$ cat src/rtl/pll_lock_sequencer_if.sv
// Signal bundle between a PLL lock sequencer and its environment.
// slave: the sequencer; master: the side that drives pll_locked and observes the outputs.
interface pll_lock_sequencer_if;
  logic       pll_locked;
  logic       pll_rst;
  logic       rst_out;
  logic       ready;
  logic [7:0] loss_count;
  logic [2:0] fsm_state;

  modport slave (
    input  pll_locked,
    output pll_rst, rst_out, ready, loss_count, fsm_state
  );

  modport master (
    output pll_locked,
    input  pll_rst, rst_out, ready, loss_count, fsm_state
  );
endinterface

$ cat src/rtl/pll_lock_sequencer.sv
// PLL lock sequencer: filters a synchronized lock, holds downstream reset, then releases it.
// Optional relock watchdog: define PLL_LOCK_SEQ_WATCHDOG_EN to enable the PLLRST path.
module pll_lock_sequencer #(
  parameter int LOCK_FILTER    = 1024,
  parameter int HOLD_CYCLES    = 16,
  parameter int RELOCK_TIMEOUT = 1048576,
  parameter int PLL_RST_LEN    = 8
) (
  input  logic                  clock,
  input  logic                  reset,
  pll_lock_sequencer_if.slave   bus
);

  localparam logic [2:0] S_WAIT   = 3'd0;
  localparam logic [2:0] S_FILTER = 3'd1;
  localparam logic [2:0] S_HOLD   = 3'd2;
  localparam logic [2:0] S_RUN    = 3'd3;
  localparam logic [2:0] S_PLLRST = 3'd4;

  // Shared counter sized for the largest terminal count of any state.
  localparam int MAX_AB = (LOCK_FILTER > HOLD_CYCLES) ? LOCK_FILTER : HOLD_CYCLES;
  localparam int MAX_CD = (RELOCK_TIMEOUT > PLL_RST_LEN) ? RELOCK_TIMEOUT : PLL_RST_LEN;
  localparam int MAX_CNT = (MAX_AB > MAX_CD) ? MAX_AB : MAX_CD;
  localparam int CW = $clog2(MAX_CNT + 1);

  localparam logic [CW-1:0] LF_LAST = CW'(LOCK_FILTER - 1);
  localparam logic [CW-1:0] HC_LAST = CW'(HOLD_CYCLES - 1);
`ifdef PLL_LOCK_SEQ_WATCHDOG_EN
  localparam logic [CW-1:0] TO_LAST = CW'(RELOCK_TIMEOUT - 1);
  localparam logic [CW-1:0] PR_LAST = CW'(PLL_RST_LEN - 1);
`endif

  logic          sync1;
  logic          locked_s;
  logic [2:0]    state;
  logic [2:0]    state_nxt;
  logic [CW-1:0] cnt;
  logic          cnt_run;
  logic [7:0]    loss;

  always_ff @(posedge clock or posedge reset) begin
    if (reset) begin
      sync1    <= 1'b0;
      locked_s <= 1'b0;
    end else begin
      sync1    <= bus.pll_locked;
      locked_s <= sync1;
    end
  end

  always_comb begin
    state_nxt = state;
    cnt_run   = 1'b0;
    case (state)
      S_WAIT: begin
        if (locked_s) state_nxt = S_FILTER;
`ifdef PLL_LOCK_SEQ_WATCHDOG_EN
        else if (cnt == TO_LAST) state_nxt = S_PLLRST;
        cnt_run = 1'b1;
`endif
      end
      S_FILTER: begin
        cnt_run = 1'b1;
        if (!locked_s)           state_nxt = S_WAIT;
        else if (cnt == LF_LAST) state_nxt = S_HOLD;
      end
      S_HOLD: begin
        cnt_run = 1'b1;
        if (!locked_s)           state_nxt = S_WAIT;
        else if (cnt == HC_LAST) state_nxt = S_RUN;
      end
      S_RUN: begin
        if (!locked_s) state_nxt = S_WAIT;
      end
      S_PLLRST: begin
`ifdef PLL_LOCK_SEQ_WATCHDOG_EN
        cnt_run = 1'b1;
        if (cnt == PR_LAST) state_nxt = S_WAIT;
`else
        state_nxt = S_WAIT;
`endif
      end
      default: state_nxt = S_WAIT;
    endcase
  end

  // Counter clears on any state change, so each state counts from zero on entry.
  always_ff @(posedge clock or posedge reset) begin
    if (reset) begin
      state <= S_WAIT;
      cnt   <= '0;
    end else begin
      state <= state_nxt;
      if (state_nxt != state) cnt <= '0;
      else if (cnt_run)       cnt <= cnt + 1'b1;
    end
  end

  always_ff @(posedge clock or posedge reset) begin
    if (reset) begin
      loss <= '0;
    end else if (state == S_RUN && !locked_s && loss != 8'hFF) begin
      loss <= loss + 8'd1;
    end
  end

  assign bus.rst_out    = (state != S_RUN);
  assign bus.ready      = (state == S_RUN);
  assign bus.fsm_state  = state;
  assign bus.loss_count = loss;
`ifdef PLL_LOCK_SEQ_WATCHDOG_EN
  assign bus.pll_rst    = (state == S_PLLRST);
`else
  assign bus.pll_rst    = 1'b0;
`endif

endmodule

$ cat src/flat_wrapper.sv
// flat-port wrapper written by rule: the top's interface ports become plain ports
module pll_lock_sequencer_flat 
#(
  parameter int LOCK_FILTER    = 1024,
  parameter int HOLD_CYCLES    = 16,
  parameter int RELOCK_TIMEOUT = 1048576,
  parameter int PLL_RST_LEN    = 8
)
  (clock, reset, bus_pll_locked, bus_pll_rst, bus_rst_out, bus_ready, bus_loss_count, bus_fsm_state);
  pll_lock_sequencer_if bus_i ();
  input  logic clock;
  input  logic reset;
  input wire logic [$bits(bus_i.pll_locked)-1:0] bus_pll_locked;
  output wire logic [$bits(bus_i.pll_rst)-1:0] bus_pll_rst;
  output wire logic [$bits(bus_i.rst_out)-1:0] bus_rst_out;
  output wire logic [$bits(bus_i.ready)-1:0] bus_ready;
  output wire logic [$bits(bus_i.loss_count)-1:0] bus_loss_count;
  output wire logic [$bits(bus_i.fsm_state)-1:0] bus_fsm_state;
  assign bus_i.pll_locked = bus_pll_locked;
  assign bus_pll_rst = bus_i.pll_rst;
  assign bus_rst_out = bus_i.rst_out;
  assign bus_ready = bus_i.ready;
  assign bus_loss_count = bus_i.loss_count;
  assign bus_fsm_state = bus_i.fsm_state;
  pll_lock_sequencer #(.LOCK_FILTER(LOCK_FILTER), .HOLD_CYCLES(HOLD_CYCLES), .RELOCK_TIMEOUT(RELOCK_TIMEOUT), .PLL_RST_LEN(PLL_RST_LEN)) u_core (.clock(clock), .reset(reset), .bus(bus_i));
endmodule
$ cat config.mk
export PLATFORM = sky130hd
export DESIGN_NAME = pll_lock_sequencer_flat
export DESIGN_NICKNAME = d
export VERILOG_FILES = /design/src/rtl/pll_lock_sequencer_if.sv /design/src/rtl/pll_lock_sequencer.sv /design/src/flat_wrapper.sv
export SDC_FILE = /design/constraint.sdc
export NUM_CORES = 1
export LEC_CHECK = 0
export CAP_MARGIN = 40
export CORE_MARGIN = 2
export CORE_UTILIZATION = 30
export CTS_CLUSTER_DIAMETER = 50
export DETAILED_ROUTE_END_ITERATION = 6
export PLACE_DENSITY = 0.57
export SLEW_MARGIN = 30
export SYNTH_ARGS = -nofsm -noshare
export SYNTH_HDL_FRONTEND = slang
export SYNTH_SLANG_ARGS = --single-unit
$ cat constraint.sdc
create_clock -name clock -period 4.1 [get_ports clock]
set_clock_uncertainty 0.2 [all_clocks]
set_input_delay 0.615 -clock clock [delete_from_list [all_inputs] [get_ports clock]]
set_output_delay 0.615 -clock clock [all_outputs]
set_load 0.03 [all_outputs]
### Word level (Yosys, flattened, before mapping)

Index checks and enable logic that the tools add are counted.

| word-level totals | value |
|---|---|
| flip-flop bits (word level) | 34 |
| output and inout bits | 14 |
| word-level logic and storage cells | 31 |

| operators by class | value |
|---|---|
| $add $sub $neg | 2 |
| eq/ne operators | 8 |
| muxes and demuxes | 10 |
| reductions and logical operators | 6 |

Operators with widths:

| cell | count |
|---|---|
| $mux W21 | 2 |
| $add A21 B1 Y21 const B | 1 |
| $eq A21 B10 Y1 const B | 1 |
| $eq A21 B4 Y1 const B | 1 |
| $mux W3 | 6 |
| $pmux W3 S4 | 1 |
| $add A8 B1 Y8 const B | 1 |
| $ne A8 B8 Y1 const B | 1 |
| $eq A3 B2 Y1 const B | 2 |
| $eq A3 B1 Y1 const B | 1 |
| $logic_not A3 Y1 | 1 |
| $ne A3 B2 Y1 const B | 1 |
| $ne A3 B3 Y1 | 1 |
| $logic_and A1 B1 Y1 | 2 |
| $reduce_bool A2 Y1 | 1 |
| $reduce_or A2 Y1 | 1 |
| $logic_not A1 Y1 | 1 |
| $mux W1 | 1 |

### Longest topological paths before layout

| depth | value |
|---|---|
| depth after elaboration | 6 |
| depth in mapped cells | 6 |
| gate-level depth less buffers | 5 |

### Worst setup path before layout

No wires, ideal clock.

| timing path | value |
|---|---|
| path kind | register to register |
| from | register u_core.state[1], in the netlist u_core.bus.fsm_state[1] |
| to | register u_core.cnt[15] |
| arrival time | 2.127 ns |
| data required time | 3.806 ns |
| path slack | 1.679 ns |
| cell stages (with the launch flop) | 7 |
| path buffers | 2 |
| cell sequence | dfrtp_1 buf_4 xnor2_1 or4_1 clkbuf_1 or3_1 a211oi_1 |

| on the way | value |
|---|---|
| longest elaborated chain between the ends | 5 |

RTL lines:

| item | RTL line | RTL |
|---|---|---|
| from (decl) | pll_lock_sequencer.sv:35 | `logic [2:0] state;` |
| from (signal assigned) | pll_lock_sequencer.sv:93 | `state <= state_nxt;` |
| $mux W3 (on tied branches) | pll_lock_sequencer.sv:70, pll_lock_sequencer.sv:65 |  |
| $mux W3 (on tied branches) | pll_lock_sequencer.sv:69, pll_lock_sequencer.sv:64 |  |
| $pmux W3 S4 | pll_lock_sequencer.sv:54 | `case (state)` |
| $ne A3 B3 Y1 | pll_lock_sequencer.sv:94 | `if (state_nxt != state) cnt <= '0;` |
| $mux W21 or $reduce_bool A2 Y1 (tied branches) | - |  |
| to (signal assigned) | pll_lock_sequencer.sv:95 | `else if (cnt_run) cnt <= cnt + 1'b1;` |
| to (decl) | pll_lock_sequencer.sv:37 | `logic [CW-1:0] cnt;` |

Several ways; a longest one is shown, not always the timed one.
A chain may end at the register's enable or synchronous reset.

### Final worst setup path

| timing path | value |
|---|---|
| from | register u_core.cnt[14] |
| to | register u_core.cnt[12] |

| on the way | value |
|---|---|
| longest elaborated chain between the ends | 6 |

RTL lines:

| item | RTL line |
|---|---|
| $eq A21 B4 Y1 or $eq A21 B10 Y1 (tied branches) | pll_lock_sequencer.sv:70, pll_lock_sequencer.sv:65 |
| $mux W3 (on tied branches) | pll_lock_sequencer.sv:70, pll_lock_sequencer.sv:65 |
| $mux W3 (on tied branches) | pll_lock_sequencer.sv:69, pll_lock_sequencer.sv:64 |
| $pmux W3 S4 (*) | pll_lock_sequencer.sv:54 |
| $ne A3 B3 Y1 (*) | pll_lock_sequencer.sv:94 |
| $mux W21 or $reduce_bool A2 Y1 (tied branches) | - |

Mark *: on every way between the ends. The rest lies on a longest branch, timed or not.

==> metrics.yaml <==
global_route:
  grt_antenna_before_repair: 0
  globalRouteMet1Util_pct: 17.3
  globalRoute.totalOverflow: 0
  met2_usage_pct: 19.0
  vias_in_the_first_global_route: 1368
  track_usage_pct: 12.9
  groute.layer.met3.usage_pct: 3.44
  grt_first_pass_wirelength_um: 6460
  global_route.peak_usage_layer: "met2"
  largest_net_degree_at_the_start_of_global_routing: 25
critical_path:
  crit_chain: "or4_1, or4_4, a211oi_2, buf_4, a211oi_1"
  max_stage_delay_ps: 570
  worst_ep_required_time_ps: 4030
  timing.critical_path.max_delay_family: "simple AND/OR/NAND/NOR gates"
  setup.worst_path.start_class: "register"
  timing_worst_setup_path_type: "register to register"
  r2r_setup_slack_ps: 1250
  critPathBufInv: 1
  cp.arrival_ps: 2780
  critical_path.startpoint: "u_core.cnt[14]"
  timing.rr.end: "u_core.cnt[12]"
  worst_flop_to_flop_path_startpoint: "u_core.cnt[14]"
  worst-path-max-fanout: 14
  cp-end-kind: "register"
  critical_path_cell_count: 5
  timing.critical_path.slowest_stage_cell: "or4_4"
  rr_worst_depth: 5
final_layout:
  nNetsFinal: 195
  layout.area.seq_um2: 851
  layout-drive-gt1-share_pct: 6.81
  fin_util_pct: 36.0
  filler_cell_count: 587
  multi_input_area_um2: 870
  area_growth_pct: 17.7
  num_antenna_cells: 0
pwr:
  power_leakage_nw: 0.791
  worst_ir_drop_vdd_mv: 0.131
  power_density_nw_per_um2: 318
floorplanning:
  die_y_um: 81.3
  start_util_pct: 30.6
  core_region_area_um2: 5850
  std_cell_rows: 28
  fp.dieArea_um2: 6610
  top_level_ports: 17
  die_width_um: 81.3
routing:
  dr.first_iter.drc_count: 137
  num_vias: 1439
  drt_wl_total_um: 3730
  antenna_violating_nets_post_route: 0
  detail_route.drc_violations: 0
  dr.pass1.iters: 4
  routedWlPerCell_um: 14.0
  via_per_inst: 5.41
logic_synthesis:
  synth_edf_count: 0
  yosysSeqAreaShare_pct: 47.5
  yosys_register_bits: 34
  yosys_warnings: 0
  yosys.cell_types.count: 37
  dominantRegCellSynth: "dfrtp_1"
  syn_area_um2: 1790
  postSynthCellCount: 176
  synth_async_sr_flop_share_pct: 100
  synth.top_cell.area_share_pct: 47.5
  yosysTopAreaCell: "dfrtp_1"
  ys_top_cells_by_area: "dfrtp_1, xnor2_1, a211oi_1"
  mean_instance_size_in_the_synthesized_netlist_um2: 10.2
timing:
  hold_viol_final: 0
  tightest_slew_ps: 793
  timing.slew.headroom_pct: 46.8
  setup_viol: 0
  setup_ws_ps: 1250
  slew_violations: 0
  timing.fmax_mhz: 351
  timing.final.crit_share_pct: 69.4
  period_minus_slack_ps: 2850
  setup_repair_after_global_routing_missed_its_margin: "false"
  fin_setup_tns_ps: 0
status:
  run_status: "finished, final reports clean"
clock_tree:
  tritoncts: "done"
  clock-root-buffer: "clkbuf_8"
  cts_buffers: 5
  cts_setup_buffers: 0
  reg_clk_slew_reported_paths_ps: 70
  clock_sink_count: 34
  hold_buffers: 0
  cts-htree-levels: 2
  cts_resized: 0
  clkLatencyLatePin_ps: 290
  maximum_clock_insertion_buffer_count: 2
job:
  cap_viol_max_count: 0
min_path:
  holdPathEnd: "u_core.locked_s"
  hp-class: "register to register"
  hold-path-cell-count: 0
  launch_point_of_the_worst_hold_path: "u_core.sync1"
placement:
  place_worst_setup_slack_ps: 1260
  gp_congestion: 0.751
  post-dp-hpwl_um: 2550
  count_of_port_buffers_added_during_placement: 15
[sequential cells by signal, indices dropped and copies added, names as in the netlist]
register / cells
u_core.bus.fsm_state: 3
u_core.bus.loss_count: 8
u_core.cnt: 21
u_core.locked_s: 1
u_core.sync1: 1
[logic make-up after synthesis]
family          share of synthesized area [%]
simple gates                             25.1
flops                                    47.5
compound gates                           12.6
buf+inv                                  4.19
xor+xnor                                 7.82
fa+ha+maj                                1.40
mux                                      1.19
other cells                             0.209
[final cells by class]
type	count	share of cell area (%)
clock inverter	1	1.42
sequential	34	40.4
tap	75	4.45
timing repair buffer	17	7.83
clock buffer	7	3.62
multi-input combinational	126	41.2
inverter	6	1.07
[routing by layer]
layer | vias up | routed length (um) | share of wire (%)
li1 | 699 | - | -
met1 | 686 | 1730 | 46
met2 | 46 | 1690 | 45
met3 | 8 | 247 | 6.6
met4 | 0 | 63 | 1.7
met5 | - | 0 | 0
[power breakdown]
part,internal [mW],leakage [nW],switching (mW)
sequential,0.338,0.467,0.00395
clock,0.182,0.0524,0.122
combinational,0.00702,0.271,0.0188
total,0.526,0.791,0.145
[per-stage QoR]
step	power (mW)	hold slack, ps	std cells	area (um2)
detailed placement	0.374	142	258	2000
finish	0.671	160	266	2110
global route	0.693	172	266	2110
floorplan	0.365	131	177	1800
global placement	0.374	143	258	2000
CTS	0.681	163	266	2110
[worst max path at each step]
stage / to / slack, ps
CTS: u_core.cnt[12] / 1250
detailed placement: u_core.cnt[2] / 1260
global route: u_core.cnt[11] / 1160
finish: u_core.cnt[12] / 1250
floorplan: u_core.cnt[15] / 1680
global placement: u_core.cnt[12] / 1310
[worst register-to-register path: cells and delay by family (launching register included)]
family | cells | cell delay, ps
AND/OR/NAND/NOR | 2 | 1110
flip-flops | 1 | 440
buffers and inverters | 1 | 320
AO/OA/AOI/OAI | 2 | 620
[Yosys cell counts (3+ instances only)]
| library cell | n |
|---|---|
| o31ai_1 | 5 |
| buf_2 | 3 |
| dfrtp_1 | 34 |
| nor3_1 | 10 |
| a211oi_1 | 12 |
| or4_1 | 11 |
| nand2_1 | 6 |
| nor2_1 | 3 |
| o21ai_0 | 7 |
| and4_1 | 4 |
| nand3_1 | 11 |
| clkbuf_1 | 5 |
| xnor2_1 | 14 |
| nor4_1 | 3 |
| nand4_1 | 8 |
| or3_1 | 8 |
| inv_1 | 6 |
[cell usage in the layout, fill, tap and decap left out, types with 4 or more instances in the layout]
master           netlist  final
dfrtp_1               34     34
or4_1                 11     11
or3_1                  8      8
xnor2_1               14     14
nand3_1               11     11
nor3_1                10     10
a211oi_1              12     12
nand4_1                8      8
o21ai_0                7      7
inv_1                  6      5
o31ai_1                5      5
clkbuf_8               0      5
nand2_1                6      6
clkdlybuf4s50_1        0     15
and4_1                 4      4
No activity file was read; power rests on OpenSTA's default activity.
